==> src/rtl/traffic_light_conflict_monitor_if.sv <==
// traffic_light_conflict_monitor_if: controller head codes in, lamp drive and fault status out
interface traffic_light_conflict_monitor_if;
  logic [2:0] light_M1, light_M2, light_MT, light_S;
  logic fault_clr;
  logic [2:0] lamp_M1, lamp_M2, lamp_MT, lamp_S;
  logic fault;
  logic [2:0] fault_code;
  modport master (
    output light_M1, light_M2, light_MT, light_S, fault_clr,
    input lamp_M1, lamp_M2, lamp_MT, lamp_S, fault, fault_code
  );
  modport slave (
    input light_M1, light_M2, light_MT, light_S, fault_clr,
    output lamp_M1, lamp_M2, lamp_MT, lamp_S, fault, fault_code
  );
endinterface

==> src/rtl/traffic_light_conflict_monitor.sv <==
// traffic_light_conflict_monitor: registers head codes to lamps, latches first fault and flashes red
module traffic_light_conflict_monitor #(
  parameter int MIN_YELLOW = 2,
  parameter int WATCHDOG = 16,
  parameter int FLASH_HALF = 4
) (
  input logic clk,
  input logic rst,
  traffic_light_conflict_monitor_if.slave bus
);
  localparam int YW = $clog2(MIN_YELLOW + 1);
  localparam int WW = $clog2(WATCHDOG + 1);
  localparam int FW = $clog2(2 * FLASH_HALF);
  localparam logic [YW-1:0] MY = YW'(MIN_YELLOW);
  localparam logic [2:0] G = 3'b001, Y = 3'b010, R = 3'b100;
  typedef enum logic [1:0] {ARMING, MONITOR, FAULT} state_t;
  state_t state;
  logic [3:0][2:0] cur, prev, lamp;
  logic [3:0][YW-1:0] ycnt, ynext;
  logic [3:0] nr;
  logic [WW-1:0] wd;
  logic [FW-1:0] flash, flash_nxt;
  logic enc_bad, conflict, seq_bad, short_y, same, wd_fire, fault;
  logic [2:0] cause, fault_code;
  assign cur = {bus.light_S, bus.light_MT, bus.light_M2, bus.light_M1};
  assign {bus.lamp_S, bus.lamp_MT, bus.lamp_M2, bus.lamp_M1} = lamp;
  assign bus.fault = fault;
  assign bus.fault_code = fault_code;
  always_comb begin
    enc_bad = 1'b0;
    seq_bad = 1'b0;
    short_y = 1'b0;
    nr = '0;
    ynext = '0;
    for (int i = 0; i < 4; i++) begin
      nr[i] = cur[i] != R;
      enc_bad |= !(cur[i] == G || cur[i] == Y || cur[i] == R);
      seq_bad |= (prev[i] == G && cur[i] == R) || (prev[i] == Y && cur[i] == G) ||
                 (prev[i] == R && cur[i] == Y);
      short_y |= prev[i] == Y && cur[i] == R && ycnt[i] < MY;
      ynext[i] = cur[i] == Y ? (ycnt[i] == MY ? MY : ycnt[i] + 1'b1) : '0;
    end
  end
  // S excludes every main head; MT excludes M2; M1 may run with either
  assign conflict = (nr[3] & |nr[2:0]) | (nr[2] & nr[1]);
  assign same = cur == prev;
  assign wd_fire = same && wd == WW'(WATCHDOG - 1);
  assign cause = enc_bad ? 3'd1 : conflict ? 3'd2 : seq_bad ? 3'd3 : short_y ? 3'd4 :
                 wd_fire ? 3'd5 : 3'd0;
  assign flash_nxt = flash == FW'(2 * FLASH_HALF - 1) ? '0 : flash + 1'b1;
  always_ff @(posedge clk) begin
    if (rst || (state == FAULT && bus.fault_clr)) begin
      state <= ARMING;
      lamp <= {4{R}};
      prev <= {4{R}};
      fault <= 1'b0;
      fault_code <= 3'd0;
      ycnt <= '0;
      wd <= '0;
      flash <= '0;
    end else if (state == FAULT) begin
      flash <= flash_nxt;
      lamp <= flash_nxt < FW'(FLASH_HALF) ? {4{R}} : '0;
    end else begin
      prev <= cur;
      ycnt <= ynext;
      if (state == ARMING) begin
        state <= MONITOR;
      end else if (cause != 3'd0) begin
        state <= FAULT;
        fault <= 1'b1;
        fault_code <= cause;
        lamp <= {4{R}};
        flash <= '0;
      end else begin
        lamp <= cur;
        wd <= same ? wd + 1'b1 : '0;
      end
    end
  end
endmodule

==> src/flat_wrapper.sv <==
// flat-port wrapper written by rule: the top's interface ports become plain ports
module traffic_light_conflict_monitor_flat 
#(
  parameter int MIN_YELLOW = 2,
  parameter int WATCHDOG = 16,
  parameter int FLASH_HALF = 4
)
  (clk, rst, bus_light_M1, bus_light_M2, bus_light_MT, bus_light_S, bus_fault_clr, bus_lamp_M1, bus_lamp_M2, bus_lamp_MT, bus_lamp_S, bus_fault, bus_fault_code);
  traffic_light_conflict_monitor_if bus_i ();
  input logic clk;
  input logic rst;
  input wire logic [$bits(bus_i.light_M1)-1:0] bus_light_M1;
  input wire logic [$bits(bus_i.light_M2)-1:0] bus_light_M2;
  input wire logic [$bits(bus_i.light_MT)-1:0] bus_light_MT;
  input wire logic [$bits(bus_i.light_S)-1:0] bus_light_S;
  input wire logic [$bits(bus_i.fault_clr)-1:0] bus_fault_clr;
  output wire logic [$bits(bus_i.lamp_M1)-1:0] bus_lamp_M1;
  output wire logic [$bits(bus_i.lamp_M2)-1:0] bus_lamp_M2;
  output wire logic [$bits(bus_i.lamp_MT)-1:0] bus_lamp_MT;
  output wire logic [$bits(bus_i.lamp_S)-1:0] bus_lamp_S;
  output wire logic [$bits(bus_i.fault)-1:0] bus_fault;
  output wire logic [$bits(bus_i.fault_code)-1:0] bus_fault_code;
  assign bus_i.light_M1 = bus_light_M1;
  assign bus_i.light_M2 = bus_light_M2;
  assign bus_i.light_MT = bus_light_MT;
  assign bus_i.light_S = bus_light_S;
  assign bus_i.fault_clr = bus_fault_clr;
  assign bus_lamp_M1 = bus_i.lamp_M1;
  assign bus_lamp_M2 = bus_i.lamp_M2;
  assign bus_lamp_MT = bus_i.lamp_MT;
  assign bus_lamp_S = bus_i.lamp_S;
  assign bus_fault = bus_i.fault;
  assign bus_fault_code = bus_i.fault_code;
  traffic_light_conflict_monitor #(.MIN_YELLOW(MIN_YELLOW), .WATCHDOG(WATCHDOG), .FLASH_HALF(FLASH_HALF)) u_core (.clk(clk), .rst(rst), .bus(bus_i));
endmodule
==> config.mk <==
export PLATFORM = sky130hd
export DESIGN_NAME = traffic_light_conflict_monitor_flat
export DESIGN_NICKNAME = d
export VERILOG_FILES = /design/src/rtl/traffic_light_conflict_monitor_if.sv /design/src/rtl/traffic_light_conflict_monitor.sv /design/src/flat_wrapper.sv
export SDC_FILE = /design/constraint.sdc
export NUM_CORES = 1
export LEC_CHECK = 0
export BUFFER_PORTS_ARGS = -buffer_cell sky130_fd_sc_hd__buf_2
export CORE_MARGIN = 2
export CORE_UTILIZATION = 50
export DETAILED_ROUTE_END_ITERATION = 12
export GPL_ROUTABILITY_DRIVEN = 0
export GPL_TIMING_DRIVEN = 0
export PLACE_DENSITY = 0.82
export SETUP_SLACK_MARGIN = 0.15
export SKIP_LAST_GASP = 1
export SLEW_MARGIN = 15
export SYNTH_ARGS = -nofsm -noshare
export SYNTH_HDL_FRONTEND = slang
export SYNTH_SLANG_ARGS = --single-unit
export TNS_END_PERCENT = 10
==> constraint.sdc <==
create_clock -name clk -period 1.9 [get_ports clk]
set_input_delay 0.19 -clock clk [delete_from_list [all_inputs] [get_ports clk]]
set_output_delay 0.19 -clock clk [all_outputs]
set_load 0.05 [all_outputs]
==> flow_results.org, run 1 <==
** Logic synthesis
- Cell count after synthesis :: approximately 310
- In this run, synthesis inferred 0 flip-flops with an integrated enable.
- For this run, asynchronously set or reset flops after synthesis account for 0%.
- Part of the Yosys area used for sequential elements :: around 34%
- Dividing the synthesized area by the synthesized cell count gives 8.67 um^2.
- Among all flip-flop cells after synthesis, the most frequent one is sky130_fd_sc_hd__dfxtp_1.
- Library cells used by synthesis :: 56
- The top cell type by area accounts for ~34% of the synthesized area.
- Sorting the synthesized cells by how often they occur yields sky130_fd_sc_hd__dfxtp_1, sky130_fd_sc_hd__nand2_1, sky130_fd_sc_hd__nor2_1, sky130_fd_sc_hd__nand2b_1.
- Leading cell type by number of instances after synthesis :: sky130_fd_sc_hd__dfxtp_1
- The synthesized design contains 46 register bits.
- During synthesis, Yosys emitted a total of 0 warnings.
- Counting every net in the synthesized netlist gives between 300 and 400.
- Total standard cell area after synthesis :: 2700 um^2
- By area the synthesized netlist is led by sky130_fd_sc_hd__dfxtp_1, sky130_fd_sc_hd__nand2_1, sky130_fd_sc_hd__xnor2_1.
- Leading area contributor after synthesis :: sky130_fd_sc_hd__dfxtp_1

** Timing
- Setup violations remaining at the end of the flow were counted as 6.
- The final-report hold violation count came to 0.
- Max Fclk :: ~510 MHz
- Final clock period utilization by the worst path :: 103%
- Setup slack on the critical path of the routed design comes to -0.0524 ns.
- Hold_ws :: ~0.15 ns
- Unrepaired setup endpoints after global routing :: true
- Time the final worst path needs with I/O delays and setup :: around 2 ns
- The number of pins exceeding their max-slew limit in the final report is 0.
- Slew at the pin with the worst max-slew slack :: ~0.5 ns
- Max-Slew Margin vs Limit :: 66.2%
- Across the routed clock network, the largest skew measured is around 0.010 ns.

** Worst setup path
- The worst register-to-register path has a setup slack of -0.05 ns.
- The endpoint identified for the worst register-to-register timing path is u_core.bus.lamp_M2[2].
- Slowest cell on the critical path :: sky130_fd_sc_hd__dfxtp_1
- Of all nets on the critical path, the largest fanout is 5.
- The critical path in this run is classified as reg2reg.
- Reg-to-reg critical path startpoint :: u_core.prev[5]
- STA puts the critical path data arrival time at 2.16 ns.
- R2R cell count :: 7
- Critical-path cell list :: nor4bb_1, o21ai_0, o31ai_2, nor3_4, buf_12, nand4b_1, a211o_1
- The largest single stage delay on the critical path is approximately 0.36 ns.
- STA classifies the critical path startpoint as a flop.
- At the worst endpoint, the required time is roughly 2.1 ns.
- CP endpoint kind :: flop

** Power
- P_leak :: around 1.2 nW
- The worst-case IR drop observed on VDD is 408 uV.
- Power density over cell area :: 668 nW/um^2
- Pwr Total :: around 2.1 mW

** Global routing
- Vias in the first global route :: 2229
- Largest net degree at the start of global routing :: 15
- GR Util All Layers :: 23.1%
- The number of antenna violations at the first check in global routing is 0.
- Overflow after GRT :: 0
- The first global-routing pass estimated between 10000 and 15000 um of wire.

** Worst hold path
- End of the worst hold path :: u_core.prev[6]
- The startpoint identified for the worst hold timing path is bus_light_MT[0].
- The min-delay analysis places its worst path in the category in2reg.
- Counting instances, the worst hold path has a depth of 3.

** Clock tree
- CTS tree :: built
- No sink is reached through more buffers than the 2 on the longest clock path.
- The clock net in this run drives a total of 46 sinks.
- Worst-skew pair later-pin latency :: 0.31 ns
- CTS placed an instance of sky130_fd_sc_hd__clkbuf_8 at the clock tree root.
- The number of clock buffers added by TritonCTS is 5.
- Hold buffer count at cts :: 0
- Clock-pin slew was measured on the worst setup and hold paths at 0.09 ns.
- The H-tree was split into 2 levels.

** Drt
- Drt pass-1 iters :: 5
- Routed Antenna Nets :: 0
- In the final routed layout, each cell accounts on average for ~16 um.
- Detailed-route via count :: ~2400
- After detailed routing, the number of remaining DRC violations is 0.
- For this block, the routed nets add up to approximately 7000 um of wire.
- After the first detailed-routing iteration, the DRC count stood at ~160.
- Vias per cell :: just under 6

** Floorplan
- The die is around 78 um tall.
- IO Pins :: 31
- The floorplan step defined a die boundary enclosing roughly 6000 um^2.
- The die is approximately 78 um wide.
- For this configuration, the core starts out at a cell density of a little over half.
- The region available for standard cell placement spans roughly 5200 um^2.
- In this run the core area contains 26 standard-cell rows.

** Cells and area
- Fill count :: between 400 and 500
- Across the whole layout, storage elements account for about 950 um^2.
- At the end of the flow the core is filled with cells to 62.1%.
- Area delta synth->final :: 18.7%
- 0 antenna diodes ended up in the layout.
- At the end of the flow, the number of nets in the layout was 370.
- The post-route netlist has between 20 and 30% of its cells at a drive strength greater than 1.
- Summed area of non-filler cells in the final layout :: between 3000 and 4000 um^2
- Footprint of the multi-input gates :: 1690 um^2

** Flow run
- Max cap viols :: 0

** Place
- During placement, the flow inserted port buffers numbering 19.
- Detailed-placement wirelength estimate :: 4580 um
- Post-place instance area :: ~2900 um^2

** Status
- Failing checks :: negative setup slack
- The flow ran to the end, but the final reports show violations.
==> registers in the layout, indices dropped and copies added, names as in the netlist <==
name,flops
u_core.bus.lamp_M1,3
u_core.prev,12
u_core.wd,5
u_core.bus.fault_code,3
u_core.bus.fault,1
u_core.state,2
u_core.bus.lamp_MT,3
u_core.bus.lamp_M2,3
u_core.bus.lamp_S,3
u_core.ycnt,8
u_core.flash,3
==> worst max-delay path: cells and delay by family (launching register included) <==
kind / cells / cell delay [ns]
flops: 1 / 0.36
compound gates: 3 / 0.74
simple gates: 3 / 0.59
buf+inv: 1 / 0.15
==> logic make-up after synthesis <==
logic type	Yosys count	share of synthesized area [%]
compound gates	67	18.9
xor+xnor	15	4.86
fa+ha+maj	8	3.70
buf+inv	35	7.03
flops	46	34.1
mux	4	1.48
simple gates	137	30.0
==> how the worst max path moves through the flow <==
stage | to | startpoint | cells after the start | slack [ns]
final | u_core.bus.lamp_M2[2] | u_core.prev[5] | 7 | -0.05
after global routing | u_core.bus.lamp_M2[2] | u_core.prev[5] | 7 | -0.11
after CTS | u_core.bus.lamp_M2[2] | u_core.prev[7] | 7 | -0.06
after detailed placement | u_core.flash[0] | bus_light_S[2] | 9 | -0.47
after global placement | u_core.flash[0] | bus_light_S[2] | 9 | -0.47
after floorplan | u_core.flash[0] | bus_light_M2[1] | 8 | -0.03
==> area by class of cell <==
cell class | count | area share [%]
Timing Repair Buffer | 28 | 5.61
Sequential cell | 46 | 29.5
Multi-Input combinational cell | 231 | 52.7
Clock inverter | 2 | 0.390
Inverter | 11 | 1.29
Clock buffer | 6 | 2.57
Buffer | 24 | 5.22
Tap cell | 70 | 2.73
==> metal layers <==
layer,up-vias,share of wire (%),GRT usage (%)
met3,17,7.1,4.30
met4,0,1.9,9.29
li1,1175,-,-
met1,1143,44,30.8
met5,-,0,0
met2,107,47,36.7
==> repair_timing <==
action | in CTS | in global routing
setup buffers | 7 | 2
gates resized for setup | 17 | 27
setup endpoints to repair | 40 | 44
pin swaps | 10 | 7
==> cells in the final DEF (no fill, tap or decap), types with 8 or more instances in the layout <==
master	netlist	routed
sky130_fd_sc_hd__nand2_1	39	39
sky130_fd_sc_hd__dfxtp_1	46	35
sky130_fd_sc_hd__buf_2	5	25
sky130_fd_sc_hd__nor2_1	18	17
sky130_fd_sc_hd__nand2b_1	14	14
sky130_fd_sc_hd__inv_1	11	11
sky130_fd_sc_hd__a21oi_1	12	11
sky130_fd_sc_hd__xnor2_1	12	9
sky130_fd_sc_hd__nor4bb_1	8	8
sky130_fd_sc_hd__a22o_1	8	8
==> per-stage QoR <==
step | TNS (ns) | setup WS (ns) | std cells
global placement | -9.96 | -0.472 | 401
CTS | -0.603 | -0.0644 | 416
detailed placement | -10.33 | -0.466 | 401
floorplan | -0.0537 | -0.0321 | 312
global route | -0.921 | -0.114 | 418
finish | -0.128 | -0.0524 | 418
==> power breakdown <==
part	switching [mW]	internal, mW
Sequential	0.0486	1.01
Clock	0.356	0.293
Combinational	0.269	0.168
No activity file was read; power rests on OpenSTA's default activity.
==> run 2, diff against run 1 <==
--- a/config.mk
+++ b/config.mk
@@ -5,13 +5,13 @@
 export SDC_FILE = /design/constraint.sdc
 export NUM_CORES = 1
 export LEC_CHECK = 0
-export BUFFER_PORTS_ARGS = -buffer_cell sky130_fd_sc_hd__buf_2
 export CORE_MARGIN = 2
 export CORE_UTILIZATION = 50
 export DETAILED_ROUTE_END_ITERATION = 12
+export DONT_BUFFER_PORTS = 1
 export GPL_ROUTABILITY_DRIVEN = 0
 export GPL_TIMING_DRIVEN = 0
-export PLACE_DENSITY = 0.82
+export PLACE_DENSITY = 0.68
 export SETUP_SLACK_MARGIN = 0.15
 export SKIP_LAST_GASP = 1
 export SLEW_MARGIN = 15
==> run 2 against run 1 <==
Net effect:
- the run still ends with negative setup slack left
- sequential power rose by 5%
- first-iteration DRC count fell by 24%
- cell count fell by 3.6%
- register-to-register slack got worse by 0.02 ns
- core utilization fell by 1.2 points
- flip-flop and latch count did not move
- combinational power fell by 14%
- clock-buffer cell count fell by 1
- wire length fell by 1.8%
- clock skew barely moved
- critical endpoint is now u_core.bus.lamp_S[2]
==> flow_results.org, run 2 (synthesized netlist as in run 1, its figures left out) <==
** Power
- Cell-internal power :: 1.43 mW (was 1.47 mW)
- P_leak :: 1.18 nW (was 1.24 nW)
- The part of the total power dissipated in the clock network came to 29.5% (was 30.3%).
- Peak VDD IR :: 402 uV (was 408 uV)
- Fraction of power spent switching nets :: 32.0% (was 31.4%)
- Pwr Total :: 2.10 mW (was 2.15 mW)
- Power share of the sequential group :: 52.6% (was 49.3%)
- Fraction of power consumed by combinational cells :: 17.9% (was 20.4%)
- The power per cell area came to 668 nW/um^2 (about the same).
- The power spent charging and discharging nets is 0.673 mW (was 0.674 mW).

** Worst hold path
- The start point of the worst min-delay path was bus_light_MT[0] (unchanged).
- The hold-critical path endpoint was u_core.prev[6] (unchanged).
- The class of the tightest hold or removal check is in2reg (unchanged).
- The number of cells traversed by the worst hold path was 3 (unchanged).

** Clock tree
- The number of hold buffers added after cts was 0 (unchanged).
- Clock transition at the registers of the reported paths :: 0.09 ns (about the same)
- The clock sink count was 46 (unchanged).
- The buffer depth of the longest clock path came to 2 (unchanged).
- Worst-skew pair later-pin latency :: 0.31 ns (about the same)
- The total CTS buffers was 5 (unchanged).
- Maximum level of the CTS H-tree :: 2 (unchanged)
- The CTS tree is built (unchanged).
- Root Buffer :: sky130_fd_sc_hd__clkbuf_8 (unchanged)

** Global routing
- Vias in the first global route :: 2213 (was 2229)
- The wire length of the first global-routing pass is 10800 um (was 11000 um).
- Overflow after GRT :: 0 (unchanged)
- The global router's overall resource usage came to 22.8% (was 23.1%).
- The largest net degree at the start of global routing is 16 (was 15).
- Antenna violations before repair :: 0 (unchanged)

** Place
- Post-place instance area :: 2810 um^2 (was 2900 um^2)
- The cell count after placement came to 382 (was 401).
- The number of buffers inserted by port buffering was 0 (was 19).
- Detailed-placement wirelength estimate :: 4550 um (was 4580 um)

** Drt
- The mean routed wirelength per cell came to 16.7 um (was 16.4 um).
- The wire length after detailed routing was 6720 um (was 6850 um).
- Detailed-route via count :: 2303 (was 2442)
- DRC :: 0 (unchanged)
- The number of design-rule violations left by the first detailed-router iteration was 119 (was 156).
- Routed Antenna Nets :: 0 (unchanged)
- The iteration count of the initial detailed-routing pass was 5 (unchanged).
- Vias per cell :: 5.71 (was 5.84)

** Timing
- Setup Viol. Count Final :: 19 (was 6)
- The final-report hold violation count was 0 (unchanged).
- Number of pins exceeding their max-slew limit in the final report :: 0 (unchanged)
- Unrepaired setup endpoints after global routing :: true (unchanged)
- Post-layout worst setup margin :: -0.0694 ns (was -0.0524 ns)
- The clock period minus worst slack is 1.97 ns (was 1.95 ns).
- Final clock period utilization by the worst path :: 104% (was 103%)
- Slew at the pin with the worst max-slew slack :: 0.643 ns (was 0.508 ns)
- Max-Slew Margin vs Limit :: 56.8% (was 66.2%)
- The final hold slack came to 0.143 ns (was 0.152 ns).
- The clock skew is 0.0100 ns (was 0.0103 ns).
- Max Fclk :: 508 MHz (was 512 MHz)

** Worst setup path
- Class of the most critical setup path :: reg2reg (unchanged)
- R2R cell count :: 7 (unchanged)
- Start point of the critical path :: u_core.prev[7] (was u_core.prev[5])
- CP endpoint kind :: flop (unchanged)
- The arrival time reported for the critical path endpoint came to 2.18 ns (was 2.16 ns).
- The largest fanout on the critical path was 5 (unchanged).
- Register-to-Register Setup Slack :: -0.07 ns (was -0.05 ns)
- Critical-path cell list :: nor3b_4, nor3b_2, or3_4, a211oi_4, buf_12, nand4b_1, a211o_1 (was nor4bb_1, o21ai_0, o31ai_2, nor3_4, buf_12, nand4b_1, a211o_1)
- Reg-to-reg critical path startpoint :: u_core.prev[7] (was u_core.prev[5])
- The end of the worst register-to-register path is u_core.bus.lamp_S[2] (was u_core.bus.lamp_M2[2]).
- The highest cell delay on the worst timing path came to 0.38 ns (was 0.36 ns).
- The cell with the biggest individual delay on the critical path is sky130_fd_sc_hd__or3_4 (was sky130_fd_sc_hd__dfxtp_1).
- Startpoint types :: flop (unchanged)
- Worst path required time :: 2.11 ns (about the same)

** Floorplan
- Number of core rows :: 26 (unchanged)
- The y dimension of the die is 77.5 um (unchanged).
- Die X-Extent :: 77.5 um (unchanged)
- The core area came to 5170 um^2 (unchanged).
- Die ar. :: 6010 um^2 (unchanged)
- Effective utilization at floorplan :: 52.3% (unchanged)
- IO Pins :: 31 (unchanged)

** Status
- Outcome :: complete, but fails checks (unchanged)
- Failing checks :: negative setup slack (unchanged)

** Cells and area
- The filler cell count in the final layout is 477 (was 428).
- Final-stage net count :: 355 (was 370)
- The share of cells above drive strength 1 was 24.6% (was 29.0%).
- Register area :: 933 um^2 (was 947 um^2)
- Post-route core utilization :: 60.9% (was 62.1%)
- Antenna diode instance count :: 0 (unchanged)
- Largest registers: u_core.prev x12, u_core.ycnt x8, u_core.wd x5 (unchanged).
- The area of the multi-input gates is 1680 um^2 (was 1690 um^2).
- Flip-flop count of the largest register, all copies and words added :: 12 (unchanged)
- The cell area after layout is 3150 um^2 (was 3210 um^2).
- Commonest cells after routing, fill and taps aside :: sky130_fd_sc_hd__nand2_1, sky130_fd_sc_hd__dfxtp_1, sky130_fd_sc_hd__nor2_1 (was sky130_fd_sc_hd__nand2_1, sky130_fd_sc_hd__dfxtp_1, sky130_fd_sc_hd__buf_2)
- Area delta synth->final :: 16.4% (was 18.7%)
- The commonest non-fill, non-tap cell in the layout was sky130_fd_sc_hd__nand2_1 (unchanged).
- Largest register by flop count :: u_core.prev (unchanged)
- The number of standard cells in the final layout excluding fillers is 403 (was 418).

** Flow run
- The number of maximum-capacitance violations came to 0 (unchanged).
-- run 2: cell count changes in the layout (fill, tap and decap cells not counted), sizes merged --
cell	previous run	this run
buf	43	26
clkbuf	15	16
clkinv	1	2
-- run 2: layout make-up --
cell class / count / share of cell area [%]
well taps: 70 / 2.78
multi-input cells: 231 / 53.3
inverters: 11 / 1.31
clock buffers: 5 / 2.19
repair buffers: 13 / 4.57
clock inverters: 3 / 0.676
plain buffers: 24 / 5.56
flip-flops and latches: 46 / 29.7
-- run 2: worst max-delay path by stage --
| stage | depth (start not counted) | endpoint | slack (ns) |
|---|---|---|---|
| 3_3_place_gp | 8 | u_core.flash[0] | -0.36 |
| 2_1_floorplan | 8 | u_core.flash[0] | -0.03 |
| 3_5_place_dp | 8 | u_core.flash[0] | -0.41 |
| 5_1_grt | 8 | u_core.bus.fault | -0.11 |
| 4_1_cts | 7 | u_core.bus.lamp_M2[2] | -0.12 |
| 6_report | 7 | u_core.bus.lamp_S[2] | -0.07 |
-- run 2: metal layers --
layer / GRT usage [%] / vias up / part of all wire [%]
li1: - / 1140 / -
met1: 30.1 / 1072 / 44
met2: 37.2 / 84 / 47
met3: 5.47 / 7 / 7.5
met4: 6.25 / 0 / 1.0
met5: 0 / - / 0
-- run 2: power by group through the flow --
stage          clock network (mW)  logic, mW  registers [mW]
4_1_cts                     0.628      0.349            1.10
6_report                    0.621      0.376            1.11
5_1_grt                     0.663      0.414            1.11
2_1_floorplan                   0      0.270            1.11
3_5_place_dp                    0      0.335            1.12
3_3_place_gp                    0      0.331            1.12
-- run 2: through the flow --
step	worst slack (ns)	setup TNS (ns)
floorplan	-0.0321	-0.0537
global placement	-0.364	-8.49
detailed placement	-0.405	-9.42
CTS	-0.123	-1.07
global route	-0.105	-1.56
finish	-0.0694	-0.475
-- run 2: timing repair --
item / 4_1_cts / 5_1_grt
setup endpoints to repair: 46 / 44
hold endpoints to repair: 0 / 0
pin swaps: 3 / 10
setup buffers: 6 / 6
gates cloned: 0 / 1
resized for setup: 11 / 22
-- run 2: critical path: cells and delay by family (launching register included) --
family          cells  cell delay [ns]
buf+inv             1             0.16
simple gates        4             0.80
compound gates      2             0.55
flops               1             0.36
==> run 3, diff against run 2 <==
--- a/config.mk
+++ b/config.mk
@@ -5,13 +5,14 @@
 export SDC_FILE = /design/constraint.sdc
 export NUM_CORES = 1
 export LEC_CHECK = 0
+export CAP_MARGIN = 25
 export CORE_MARGIN = 2
-export CORE_UTILIZATION = 50
+export CORE_UTILIZATION = 55
 export DETAILED_ROUTE_END_ITERATION = 12
 export DONT_BUFFER_PORTS = 1
 export GPL_ROUTABILITY_DRIVEN = 0
 export GPL_TIMING_DRIVEN = 0
-export PLACE_DENSITY = 0.68
+export PLACE_DENSITY = 0.7
 export SETUP_SLACK_MARGIN = 0.15
 export SKIP_LAST_GASP = 1
 export SLEW_MARGIN = 15
==> constraint.sdc (replaced) <==
create_clock -name clk -period 1.85 [get_ports clk]
set_input_delay 0.185 -clock clk [delete_from_list [all_inputs] [get_ports clk]]
set_output_delay 0.185 -clock clk [all_outputs]
set_load 0.05 [all_outputs]
==> run 3 against run 2 <==
Net effect:
- the flow still finishes with violations (negative setup slack)
- combinational power grew 2%
- total power is 8.4% higher
- via count up 4.6%
- first-iteration DRC count up 19%
- sequential power barely moved
- flip-flop and latch count is the same
- final area up 0.87%
- clock skew grew 0.0028 ns
- wire length decreased by 1.6%
- critical path type unchanged
==> flow_results.org, run 3 (synthesized netlist as in run 1, its figures left out) <==
** Place
- Count of input and output buffers :: 0 (unchanged)
- Placed instance count :: 379 (was 382)
- The total half-perimeter wirelength after legalization and detailed placement was 4450 um (was 4550 um).

** Timing
- The transition time of the tightest slew-check pin was 0.538 ns (was 0.643 ns).
- Endpoints failing hold :: 0 (unchanged)
- Max-Slew Margin vs Limit :: 64.1% (was 56.8%)
- Setup Viol. Count Final :: 5 (was 19)
- Time the final worst path needs with I/O delays and setup :: 1.86 ns (was 1.97 ns)
- The fraction of the cycle the final worst path needs is 101% (was 104%).
- The worst setup margin was -0.0133 ns (was -0.0694 ns).
- The number of pins exceeding their max-slew limit in the final report is 0 (unchanged).
- The maximum achievable frequency came to 537 MHz (was 508 MHz).
- Worst Clk Skew :: 0.0128 ns (was 0.0100 ns)
- Unrepaired setup endpoints after global routing: true (unchanged).
- The total negative setup slack is -0.0287 ns (was -0.475 ns).

** Power
- The maximum vdd ir drop came to 397 uV (was 402 uV).
- The total power consumption of the routed design is 2.28 mW (was 2.10 mW).
- The power per cell area is 718 nW/um^2 (was 668 nW/um^2).
- P_leak :: 1.18 nW (about the same)

** Floorplan
- The effective utilization at floorplan came to 57.2% (was 52.3%).
- The number of core rows was 25 (was 26).
- The number of primary I/O pins is 31 (unchanged).
- The die footprint came to 5490 um^2 (was 6010 um^2).
- The y dimension of the die is 74.1 um (was 77.5 um).
- The horizontal die dimension was 74.1 um (was 77.5 um).
- Core area :: 4720 um^2 (was 5170 um^2)

** Drt
- DRC :: 0 (unchanged)
- The overall via count from detail_route is 2409 (was 2303).
- Starting DRT DRC Count :: 142 (was 119)
- The mean routed wirelength per cell is 16.5 um (was 16.7 um).
- Drt pass-1 iters :: 5 (unchanged)
- The wire length after detailed routing came to 6620 um (was 6720 um).
- Routed Antenna Nets :: 0 (unchanged)
- The via density per instance is 6.02 (was 5.71).

** Global routing
- The global routing usage on met3 is 4.88% (was 5.47%).
- The met2 track demand over resource was 41.2% (was 37.2%).
- Antenna violations before repair :: 0 (unchanged)
- The largest net degree at the start of global routing came to 15 (was 16).
- The global router's overall resource usage is 25.8% (was 22.8%).
- The remaining global-route overflow is 0 (unchanged).
- The met1 demand-to-capacity share in global routing was 34.5% (was 30.1%).
- Vias in the first global route :: 2260 (was 2213)
- Wire length of the first global-routing pass :: 10700 um (was 10800 um)
- Routing layer with the top usage in global route :: met2 (unchanged)

** Cells and area
- Commonest non-fill, non-tap cell in the layout :: sky130_fd_sc_hd__nand2_1 (unchanged)
- The area overhead of the layout relative to synthesis is 17.4% (was 16.4%).
- Commonest cells after routing, fill and taps aside: sky130_fd_sc_hd__nand2_1, sky130_fd_sc_hd__dfxtp_1, sky130_fd_sc_hd__nor2_1 (unchanged).
- The flip-flop count of the largest register after layout came to 12 (unchanged).
- The number of standard cells in the final layout excluding fillers was 400 (was 403).
- Largest register by flop count :: u_core.prev (unchanged)
- Largest registers: u_core.prev x12, u_core.ycnt x8, u_core.wd x5 (unchanged).
- Final-stage net count :: 355 (unchanged)
- The number of antenna cells inserted came to 0 (unchanged).
- The share of cells above drive strength 1 came to 25.5% (was 24.6%).

** Status
- Failing checks: negative setup slack (unchanged).
- Outcome: complete, but fails checks (unchanged).

** Clock tree
- The clock sink count came to 46 (unchanged).
- The cell at the root of the clock tree was sky130_fd_sc_hd__clkbuf_8 (unchanged).
- Clock transition at the registers of the reported paths :: 0.09 ns (about the same)
- The buffer depth of the longest clock path is 2 (unchanged).
- Clock buffer count from CTS :: 5 (unchanged)
- Hold buffer count at cts :: 0 (unchanged)
- The number of H-tree branching levels is 2 (unchanged).
- Worst-skew pair later-pin latency :: 0.31 ns (about the same)
- The CTS tree is built (unchanged).

** Worst setup path
- The kind of critical path is reg2reg (unchanged).
- The critical path launch point type is a flop (unchanged).
- The arrival time reported for the critical path endpoint was 2.10 ns (was 2.18 ns).
- The nature of the critical path endpoint was a flop (unchanged).
- Worst path required time :: 2.09 ns (was 2.11 ns)
- The largest fanout on the critical path was 5 (unchanged).

** Worst hold path
- The class of the tightest hold or removal check is in2reg (unchanged).

** Flow run
- The number of maximum-capacitance violations is 0 (unchanged).
-- run 3: through the flow --
stage | util, % | setup WS, ns | hold slack, ns | instance area (um^2)
finish | 67.2 | -0.0133 | 0.138 | 3180
CTS | 65.8 | -0.0470 | 0.142 | 3110
global placement | 59.3 | -0.447 | 0.443 | 2800
detailed placement | 59.3 | -0.457 | 0.459 | 2800
floorplan | - | -0.0767 | 0.438 | 2720
global route | 67.2 | -0.0913 | 0.172 | 3180
-- run 3: cell type report --
class | instances | area, um^2
Clock buffer | 6 | 72.6
Sequential cell | 46 | 940
Buffer | 24 | 175
Inverter | 11 | 41.3
Multi-Input combinational cell | 231 | 1690
Fill cell | 384 | 1550
Timing Repair Buffer | 13 | 138
Clock inverter | 2 | 37.5
Tap cell | 67 | 83.8
-- run 3: where the power goes --
part / internal [mW] / total (mW) / switching, mW
clock: 0.403 / 0.762 / 0.358
sequential: 1.04 / 1.13 / 0.0961
combinational: 0.163 / 0.385 / 0.222
-- run 3: worst paths after layout --
path,depth (start not counted),slack [ns],to,startpoint
hold / removal,3,0.14,u_core.prev[4],bus_light_M2[1]
hold reg to reg,2,0.47,u_core.wd[4],u_core.wd[4]
setup reg to reg,8,-0.01,u_core.flash[2],u_core.prev[2]
setup / recovery,8,-0.01,u_core.flash[2],u_core.prev[2]
-- run 3: repair_timing --
action | in CTS | in global routing
resized for setup | 24 | 18
endpoints found under the setup margin | 46 | 45
gates cloned | 1 | 0
setup buffers | 10 | 2
pin swaps | 7 | 11
-- run 3: per-layer routing --
metal | vias up | wire length (um)
li1 | 1141 | -
met1 | 1168 | 2920
met2 | 90 | 3090
met3 | 10 | 523
met4 | 0 | 89
met5 | - | 0
-- run 3: worst max-delay path: stages (launching register included) --
cell	delay [ns]
sky130_fd_sc_hd__dfxtp_4	0.38
sky130_fd_sc_hd__nor3_1	0.05
sky130_fd_sc_hd__nor4bb_1	0.13
sky130_fd_sc_hd__or3_4	0.40
sky130_fd_sc_hd__a211oi_4	0.21
sky130_fd_sc_hd__buf_4	0.16
sky130_fd_sc_hd__nand3_4	0.13
sky130_fd_sc_hd__buf_6	0.17
sky130_fd_sc_hd__o21ai_0	0.16
